### src/rtl/placar_pkg.sv
// Shared types and constants for the per-team BCD score register.
package placar_pkg;
  typedef enum logic [1:0] {IDLE, UP, DOWN} placar_state_t;
  typedef logic [3:0] bcd_t;
  localparam logic [3:0] BCD_MAX = 4'd9;
  localparam int PTS_W = 2;
endpackage

### src/rtl/bcd_digit_updn.sv
// One BCD digit counter with inc/dec enables; carry/borrow feed the next digit.
module bcd_digit_updn
  import placar_pkg::*;
(
  input  logic clk,
  input  logic reset,
  input  logic clr,
  input  logic inc,
  input  logic dec,
  output bcd_t q,
  output logic carry_out,
  output logic borrow_out
);
  assign carry_out  = inc && (q == BCD_MAX);
  assign borrow_out = dec && (q == 4'd0);

  always_ff @(posedge clk) begin
    if (reset || clr)
      q <= 4'd0;
    else if (inc)
      q <= (q == BCD_MAX) ? 4'd0 : q + 4'd1;
    else if (dec)
      q <= (q == 4'd0) ? BCD_MAX : q - 4'd1;
  end
endmodule

### src/rtl/placar_bcd.sv
// Score register: button edges drive a sequencer that steps a 3-digit BCD
// score one point per clock, saturating at 000 and 999.
//   state | meaning
//   IDLE  | waiting for a button edge
//   UP    | adding one point per cycle until rem is exhausted or 999
//   DOWN  | single-cycle correction, stops at 000
module placar_bcd
  import placar_pkg::*;
(
  input  logic clk,
  input  logic reset,
  input  logic btn_p1,
  input  logic btn_p2,
  input  logic btn_p3,
  input  logic btn_sub,
  input  logic btn_clr,
  output bcd_t dig0,
  output bcd_t dig1,
  output bcd_t dig2,
  output logic busy
);
  placar_state_t    state;
  logic [PTS_W-1:0] rem;
  logic [3:0]       prev;
  logic [3:0]       btns;
  logic [3:0]       edges;
  logic             sat, zero, step_up, step_dn;
  logic             c0, c1, b0, b1, carry_unused, borrow_unused;

  assign btns    = {btn_sub, btn_p3, btn_p2, btn_p1};
  assign edges   = btns & ~prev;
  assign sat     = (dig2 == BCD_MAX) && (dig1 == BCD_MAX) && (dig0 == BCD_MAX);
  assign zero    = (dig2 == 4'd0) && (dig1 == 4'd0) && (dig0 == 4'd0);
  assign step_up = (state == UP) && !sat;
  assign step_dn = (state == DOWN) && !zero;

  bcd_digit_updn u_d0 (
    .clk(clk), .reset(reset), .clr(btn_clr), .inc(step_up), .dec(step_dn),
    .q(dig0), .carry_out(c0), .borrow_out(b0)
  );
  bcd_digit_updn u_d1 (
    .clk(clk), .reset(reset), .clr(btn_clr), .inc(c0), .dec(b0),
    .q(dig1), .carry_out(c1), .borrow_out(b1)
  );
  bcd_digit_updn u_d2 (
    .clk(clk), .reset(reset), .clr(btn_clr), .inc(c1), .dec(b1),
    .q(dig2), .carry_out(carry_unused), .borrow_out(borrow_unused)
  );

  // prev resets high so a button held through reset release never fires
  always_ff @(posedge clk) begin
    if (reset) begin
      state <= IDLE;
      rem   <= '0;
      prev  <= 4'b1111;
      busy  <= 1'b0;
    end else begin
      prev <= btns;
      if (btn_clr) begin
        state <= IDLE;
        rem   <= '0;
        busy  <= 1'b0;
      end else begin
        case (state)
          IDLE: begin
            if (edges[3]) begin
              state <= DOWN; rem <= PTS_W'(1); busy <= 1'b1;
            end else if (edges[2]) begin
              state <= UP; rem <= PTS_W'(3); busy <= 1'b1;
            end else if (edges[1]) begin
              state <= UP; rem <= PTS_W'(2); busy <= 1'b1;
            end else if (edges[0]) begin
              state <= UP; rem <= PTS_W'(1); busy <= 1'b1;
            end
          end
          UP: begin
            if (sat || rem == PTS_W'(1)) begin
              state <= IDLE; rem <= '0; busy <= 1'b0;
            end else begin
              rem <= rem - PTS_W'(1);
            end
          end
          DOWN: begin
            state <= IDLE; rem <= '0; busy <= 1'b0;
          end
          default: begin
            state <= IDLE; rem <= '0; busy <= 1'b0;
          end
        endcase
      end
    end
  end
endmodule

### config.mk
export PLATFORM = sky130hd
export DESIGN_NAME = placar_bcd
export DESIGN_NICKNAME = d
export VERILOG_FILES = /design/src/rtl/placar_pkg.sv /design/src/rtl/bcd_digit_updn.sv /design/src/rtl/placar_bcd.sv
export SDC_FILE = /design/constraint.sdc
export NUM_CORES = 1
export LEC_CHECK = 0
export BUFFER_PORTS_ARGS = -buffer_cell sky130_fd_sc_hd__buf_2
export CORE_MARGIN = 1
export CORE_UTILIZATION = 25
export DETAILED_ROUTE_END_ITERATION = 8
export HOLD_SLACK_MARGIN = 0.08
export PLACE_DENSITY = 0.46
export SKIP_CTS_REPAIR_TIMING = 1
export SLEW_MARGIN = 10
export SYNTH_ARGS = -nofsm -noshare
export SYNTH_HDL_FRONTEND = slang
export SYNTH_HIERARCHICAL = 1
export SYNTH_SLANG_ARGS = --single-unit
### constraint.sdc
create_clock -name clk -period 3.6 [get_ports clk]
set_input_delay 0.36 -clock clk [delete_from_list [all_inputs] [get_ports clk]]
set_output_delay 0.36 -clock clk [all_outputs]
set_load 0.005 [all_outputs]
==> results of run 1 <==
area by class of cell:
type / instances / area (sq um)
fill: 631 / 3983
clock buffer: 3 / 41.29
multi-input combinational: 124 / 887.1
sequential: 21 / 420.4
tap: 72 / 90.09
inverter: 13 / 48.80
clock inverter: 1 / 5.005
timing repair buffer: 24 / 132.6
metal layers:
layer  share of wire, %  GRT usage (%)  wire [um]  up-vias
met5                  0              0          0        -
met3                3.0          2.759         99        2
met4               0.64          2.037         21        0
met2                 42          16.26       1387       21
li1                   -              -          -      666
met1                 54          15.95       1789      592
worst max-delay path by stage:
stage / from / to / slack [ns] / depth (start not counted)
2_1_floorplan: u_d2/q[1] / u_d2/q[3] / 0.67 / 11
3_3_place_gp: u_d2/q[1] / u_d2/q[3] / 0.50 / 10
3_5_place_dp: u_d2/q[2] / u_d2/q[3] / 0.47 / 10
4_1_cts: u_d2/q[1] / u_d2/q[3] / 0.44 / 10
5_1_grt: u_d1/q[2] / u_d2/q[3] / 0.27 / 10
6_report: u_d2/q[2] / u_d2/q[3] / 0.46 / 9
power groups by stage:
stage	Sequential, mW	Combinational (mW)	Clock [mW]
2_1_floorplan	0.247	0.0375	0
3_3_place_gp	0.248	0.0557	0
3_5_place_dp	0.248	0.0549	0
4_1_cts	0.243	0.0553	0.172
5_1_grt	0.244	0.0622	0.178
6_report	0.243	0.0550	0.161
through the flow:
step,total power [mW],utilization (%)
CTS,0.4698,28.98
global placement,0.3040,28.16
finish,0.4586,28.98
floorplan,0.2850,-
global route,0.4842,28.98
detailed placement,0.3031,28.16
flip-flops by register name (all words and copies together), names as in the netlist:
signal,flops
u_d0/q,4
u_d2/q,4
rem,2
prev,4
state,2
busy,1
u_d1/q,4
cell usage in the layout (no fill, tap or decap), types with 4 or more instances in the layout:
master / count
nand4_1: 4
nor4_4: 4
inv_1: 13
nor2_1: 10
a21oi_1: 16
dfxtp_1: 21
nor3_1: 12
nor3b_1: 4
and4_1: 4
nor4_1: 8
buf_2: 19
xnor2_1: 6
or2_2: 5
nand2_1: 10
buf_4: 5
critical path: stages (launching register included):
cell and delay (ns):
dfxtp_1 0.43, or4_4 0.58, nor4_4 0.30, nor3b_1 0.08
buf_4 0.19, and4_1 0.35, and4_1 0.41, nor2_1 0.26
a21oi_1 0.09, a2111oi_2 0.35
==> impl_metrics.tcl, run 1 <==
set metrics [dict create \
    fin_tns_setup_ns 0 \
    min_path_type "input port to flip-flop" \
    cts_buffers 3 \
    fp.dieW_um 78.75 \
    internal_power_uw 339.1 \
    worstHoldPathCells 2 \
    clockBufferDepth 2 \
    grt_pass1_wl_mm 5.485 \
    synth_area_sq_um 1473 \
    min_to "prev[0]" \
    drt-initial-drc-count 36 \
    reg2reg_to "u_d2/q[3]" \
    tritoncts "yes" \
    dp_hpwl_mm 2.186 \
    drive_above_1_share_pct 24.19 \
    rows 27 \
    synth-warning-count 6 \
    reg2reg_slack_ns 0.46 \
    cts.sinks 21 \
    place.gp.congestion 0.7461 \
    cts_htree_levels 1 \
    drc 0 \
    dpl-instance-area_sq_um 1579 \
    clk_latency_ns 0.26 \
    ant_nets 0 \
    area_delta_synth_final_pct 10.37 \
    drv_slew 0 \
    finalCriticalPeriod_ns 3.142 \
    worst_slack_ns 0.4576 \
    wl_per_cell_um 12.78 \
    whs_ns 0.2871 \
    nets 195 \
    timing.slew.headroom_pct 52.86 \
    leakage_nw 0.6068 \
    peakVddDrop_uv 161.4 \
    numPortBuffers 19 \
    diodes 0 \
    cp.required_ns 3.77 \
    crit_type "flip-flop to flip-flop" \
    grt_max_degree 21 \
    switching_share_pct 26.05 \
    worstPathMaxFanout 12 \
    clk_pin_slew_ns 0.08 \
    root_buffer "clkbuf_8" \
    regToRegStartpoint "u_d2/q[2]" \
    final_cells 258 \
    gr-usage-all-layers_pct 10.98 \
    seqPwrFrac_pct 52.9 \
    initial_core_util_pct 26.26 \
    dr_total_vias 1281 \
    core_sq_um 5608 \
    endpoint_kind "flip-flop" \
    maxCapViolCount 0 \
    antenna_found_initial 0 \
    overflow 0 \
    routed_wl_mm 3.298 \
    pwr-share-clk_pct 35.1 \
    rsz0062_at_grt "no" \
    grt_pass1_vias 1127 \
    p_sw_uw 119.5 \
    pin_count 20 \
    hp-start "btn_p1" \
    final_area_sq_um 1625 \
    finClkSkew_ns 0.003039 \
    pre_cts_slack_ns 0.4723 \
    setup_viol 0 \
    pwr-share-comb_pct 12.0 \
    syn_inst 173 \
    cp-start-kind "flip-flop" \
    power_density_nw_per_um2 282.2 \
    die_y_um 78.75 \
    design.die.area_sq_um 6202 \
    synth_area_per_cell_sq_um 8.512 \
    status "completed" \
    fin_crit_sh_pct 87.29 \
    first_pass_iters 4 \
    syn_nets 181 \
    reg2reg_depth 9 \
    arrival_ns 3.31 \
    dpl.cell_count 254 \
    hold_viol_final 0 \
    viasPerCell 4.965 \
    tightest_slew_ns 0.6973 \
    fmax_ghz 0.3182 \
]
Power figures use the tool's default switching activity.
==> run 2, diff against run 1 <==
- ABC_CLOCK_PERIOD_IN_PS: not set -> 3200
- CELL_PAD_IN_SITES_DETAIL_PLACEMENT: not set -> 0
- CELL_PAD_IN_SITES_GLOBAL_PLACEMENT: not set -> 1
- PLACE_DENSITY: 0.46 -> 0.56
- clock period: 3.6 -> 3.2 ns (I/O delays scaled with it)
==> run 2 against run 1 <==
Against the previous run: combinational power is 14% higher; die area stayed put; cell count is 2.3% higher; first-iteration DRC count is 14% higher; critical path depth is 1 lower; routed wire length is 1.0% higher.
==> impl_metrics.tcl, run 2 (synthesis results as in run 1) <==
set metrics [dict create \
    finalCriticalPeriod_ns 2.784 \
    p_sw_uw 123.1 \
    gr-usage-all-layers_pct 11.28 \
    timing.slew.headroom_pct 48.50 \
    numPortBuffers 19 \
    initial_core_util_pct 26.26 \
    grt_max_degree 21 \
    final_cell_mix "dfxtp_1, buf_2, a21oi_1, inv_1, nor3_1" \
    drt-initial-drc-count 41 \
    drc 0 \
    clk_pin_slew_ns 0.08 \
    overflow 0 \
    clockBufferDepth 2 \
    ant_nets 0 \
    power_density_nw_per_um2 303.4 \
    pwr-share-clk_pct 33.7 \
    maxCapViolCount 0 \
    clk_latency_ns 0.25 \
    first_pass_iters 4 \
    diodes 0 \
    fmax_ghz 0.3592 \
    cp.required_ns 3.36 \
    arrival_ns 2.94 \
    rsz0062_at_grt "no" \
    endpoint_kind "flip-flop" \
    final_cells 264 \
    place.gp.congestion 0.6743 \
    fill_cells 645 \
    drv_slew 0 \
    drive_above_1_share_pct 26.04 \
    area_delta_synth_final_pct 13.34 \
    pin_count 20 \
    die_y_um 78.75 \
    grt_pass1_wl_mm 5.685 \
    root_buffer "clkbuf_8" \
    status "completed" \
    internal_power_uw 383.4 \
    tritoncts "yes" \
    wl_per_cell_um 12.62 \
    design.die.area_sq_um 6202 \
    final_area_sq_um 1669 \
    cts_htree_levels 1 \
    rows 27 \
    setup_viol 0 \
    cts_buffers 3 \
    seqPwrFrac_pct 53.9 \
    final_common_cell "dfxtp_1" \
    dpl-instance-area_sq_um 1624 \
    antenna_found_initial 0 \
    cts.sinks 21 \
    finClkSkew_ns 0.004029 \
    viasPerCell 5.034 \
    dp_hpwl_mm 2.288 \
    core_sq_um 5608 \
    tightest_slew_ns 0.7618 \
    fin_tns_setup_ns 0 \
    hold_viol_final 0 \
    nets 201 \
    routed_wl_mm 3.332 \
    fp.dieW_um 78.75 \
    min_path_type "input port to flip-flop" \
    switching_share_pct 24.30 \
    worstPathMaxFanout 11 \
    crit_type "flip-flop to flip-flop" \
    leakage_nw 0.6368 \
    cp-start-kind "flip-flop" \
    dpl.cell_count 260 \
    grt_pass1_vias 1177 \
    reg2reg_slack_ns 0.42 \
    pwr-share-comb_pct 12.4 \
    peakVddDrop_uv 271.6 \
    fin_crit_sh_pct 87.00 \
    dr_total_vias 1329 \
]
## run 2: cell types whose count changed in the layout (fill, tap and decap cells not counted), sizes merged
cell    change
buf         +6
clkbuf      +1
clkinv      -1
## run 2: worst paths after layout
check / start / to / cells after the start
max: u_d2/q[1] / u_d2/q[3] / 8
min: btn_p1 / prev[0] / 2
max reg2reg: u_d2/q[1] / u_d2/q[3] / 8
min reg2reg: rem[0] / rem[0] / 2
## run 2: worst max-delay path: stages, from the launching register on
cell       delay [ns]
dfxtp_1          0.42
or4_4            0.60
nor4_4           0.30
nor3b_1          0.10
and4_1           0.22
and4_1           0.34
nor2_1           0.27
a21oi_1          0.09
a2111oi_2        0.36
## run 2: metal layers
metal  wire length, um  track usage [%]
met1              1753            15.97
met4                 0                0
met5                 0                0
met3               134            2.874
met2              1443            18.17
## run 2: layout make-up
class                           instances  area [sq um]  area share (%)
Timing Repair Buffer                   30         177.7           10.64
Inverter                               13         48.80           2.924
Clock buffer                            4         45.04           2.699
Multi-Input combinational cell        124         887.1           53.15
Tap cell                               72         90.09           5.397
Sequential cell                        21         420.4           25.19
## run 2: power by group through the flow
stage / logic [mW] / registers (mW) / clock network [mW]
final: 0.0627 / 0.273 / 0.171
after global placement: 0.0637 / 0.279 / 0
after global routing: 0.0693 / 0.274 / 0.195
after floorplan: 0.0422 / 0.278 / 0
after CTS: 0.0631 / 0.273 / 0.181
after detailed placement: 0.0627 / 0.279 / 0
## run 2: stage by stage
step / worst slack (ns) / total power [mW] / hold WS [ns] / utilization [%]
floorplan: 0.2708 / 0.3206 / 0.3889 / -
global placement: 0.4854 / 0.3428 / 0.4898 / 28.96
detailed placement: 0.4133 / 0.3418 / 0.4832 / 28.96
CTS: 0.3918 / 0.5169 / 0.2549 / 29.76
global route: 0.1621 / 0.5391 / 0.2547 / 29.76
finish: 0.4160 / 0.5065 / 0.2599 / 29.76
==> run 3, diff against run 2 <==
- MAX_ROUTING_LAYER: not set -> met4
==> run 3 against run 2 <==
Against the previous run: total power about the same; non-clock buffer count unchanged; via count down 0.90%; first-iteration DRC count down 7.3%; worst setup slack worse by 0.0069 ns; clock power hardly changed; maximum frequency shrank 0.25%; combinational power about the same; worst hold slack barely moved; count of clock-buffer cells in the layout unchanged; critical path type unchanged; largest cell class unchanged; largest power group unchanged.
==> impl_metrics.tcl, run 3 (synthesis results as in run 1) <==
set metrics [dict create \
    status "completed" \
    pre_cts_slack_ns 0.4133 \
    antenna_found_initial 0 \
    area_delta_synth_final_pct 13.34 \
    cpMaxStageDelayCell "or4_4" \
    crit_type "flip-flop to flip-flop" \
    cts_buffers 3 \
    peakVddDrop_uv 271.3 \
    numPortBuffers 19 \
    ant_nets 0 \
    endpoint_kind "flip-flop" \
    dp_hpwl_mm 2.288 \
    worst_slack_ns 0.4091 \
    viasPerCell 4.989 \
    rows 27 \
    busiest_layer "met2" \
    min_path_type "input port to flip-flop" \
    core_sq_um 5608 \
    tightest_slew_ns 0.7526 \
    clk_pin_slew_ns 0.08 \
    final_common_cell "dfxtp_1" \
    reg2reg_depth 8 \
    worstHoldPathCells 2 \
    fp.dieW_um 78.75 \
    nets 201 \
    root_buffer "clkbuf_8" \
    crit_path_max_incr_delay_ns 0.60 \
    worstPathCellList "or4_4 -> nor4_4 -> nor3b_1 -> and4_1 -> and4_1 -> nor2_1 -> a21oi_1 -> a2111oi_2" \
    met1_usage_pct 16.04 \
    crit_family "simple AND/OR/NAND/NOR gates" \
    tritoncts "yes" \
    first_pass_iters 4 \
    cp.required_ns 3.36 \
    rsz0062_at_grt "no" \
    finalCriticalPeriod_ns 2.791 \
    design.die.area_sq_um 6202 \
    leakage_nw 0.6368 \
    die_y_um 78.75 \
    overflow 0 \
    drv_slew 0 \
    grt_pass1_vias 1177 \
    whs_ns 0.2600 \
    place.gp.congestion 0.6810 \
    drt-initial-drc-count 38 \
    crit_path_frequent_cell "and4_1" \
    clockBufferDepth 2 \
    final_cell_mix "dfxtp_1, buf_2, a21oi_1, inv_1, nor3_1" \
    wl_per_cell_um 12.58 \
    utilization_pct 29.76 \
    gr-usage-all-layers_pct 11.59 \
    use_met3_pct 2.874 \
    drive_above_1_share_pct 26.04 \
    drc 0 \
    cp_num_buf_inv 0 \
    cts.sinks 21 \
    fin_crit_sh_pct 87.22 \
    fmax_ghz 0.3583 \
    power_uw 506.2 \
    use_met2_pct 18.09 \
    fin_tns_setup_ns 0 \
    arrival_ns 2.95 \
    cp-start-kind "flip-flop" \
    diodes 0 \
    setup_viol 0 \
    crit_cells 8 \
    routed_wl_mm 3.320 \
    hold_viol_final 0 \
    clk_latency_ns 0.25 \
    maxCapViolCount 0 \
    power_density_nw_per_um2 303.3 \
    timing.slew.headroom_pct 49.12 \
    pin_count 20 \
    cts_htree_levels 1 \
    dr_total_vias 1317 \
    grt_pass1_wl_mm 5.692 \
    grt_max_degree 21 \
    initial_core_util_pct 26.26 \
    worstPathMaxFanout 11 \
    finClkSkew_ns 0.004059 \
]
[run 3: cell counts in the layout (fill, tap and decap cells not counted)]
No cell type changed its count.
[run 3: layout make-up]
class / count / area (sq um)
multi-input cells: 124 / 887.1
repair buffers: 30 / 177.7
flip-flops and latches: 21 / 420.4
fillers: 645 / 3939
inverters: 13 / 48.80
clock buffers: 4 / 45.04
well taps: 72 / 90.09
[run 3: through the flow]
stage | cells | instance area [sq um]
global route | 264 | 1669
CTS | 264 | 1669
finish | 264 | 1669
floorplan | 173 | 1473
global placement | 260 | 1624
detailed placement | 260 | 1624
[run 3: power breakdown]
| part | total, mW | internal, mW | switching [mW] |
|---|---|---|---|
| sequential | 0.273 | 0.269 | 0.00438 |
| clock | 0.171 | 0.0885 | 0.0822 |
| combinational | 0.0626 | 0.0264 | 0.0361 |
[run 3: worst paths after layout]
check	endpoint	from	slack (ns)
worst max-delay path	u_d2/q[3]	u_d2/q[1]	0.41
worst min register to register	rem[0]	rem[0]	0.49
worst min-delay path	prev[0]	btn_p1	0.26
worst max register to register	u_d2/q[3]	u_d2/q[1]	0.41
[run 3: routing by layer]
layer / up-vias / wire (um)
li1: 678 / -
met1: 614 / 1783
met2: 25 / 1417
met3: 0 / 118
met4: 0 / 0
met5: - / 0
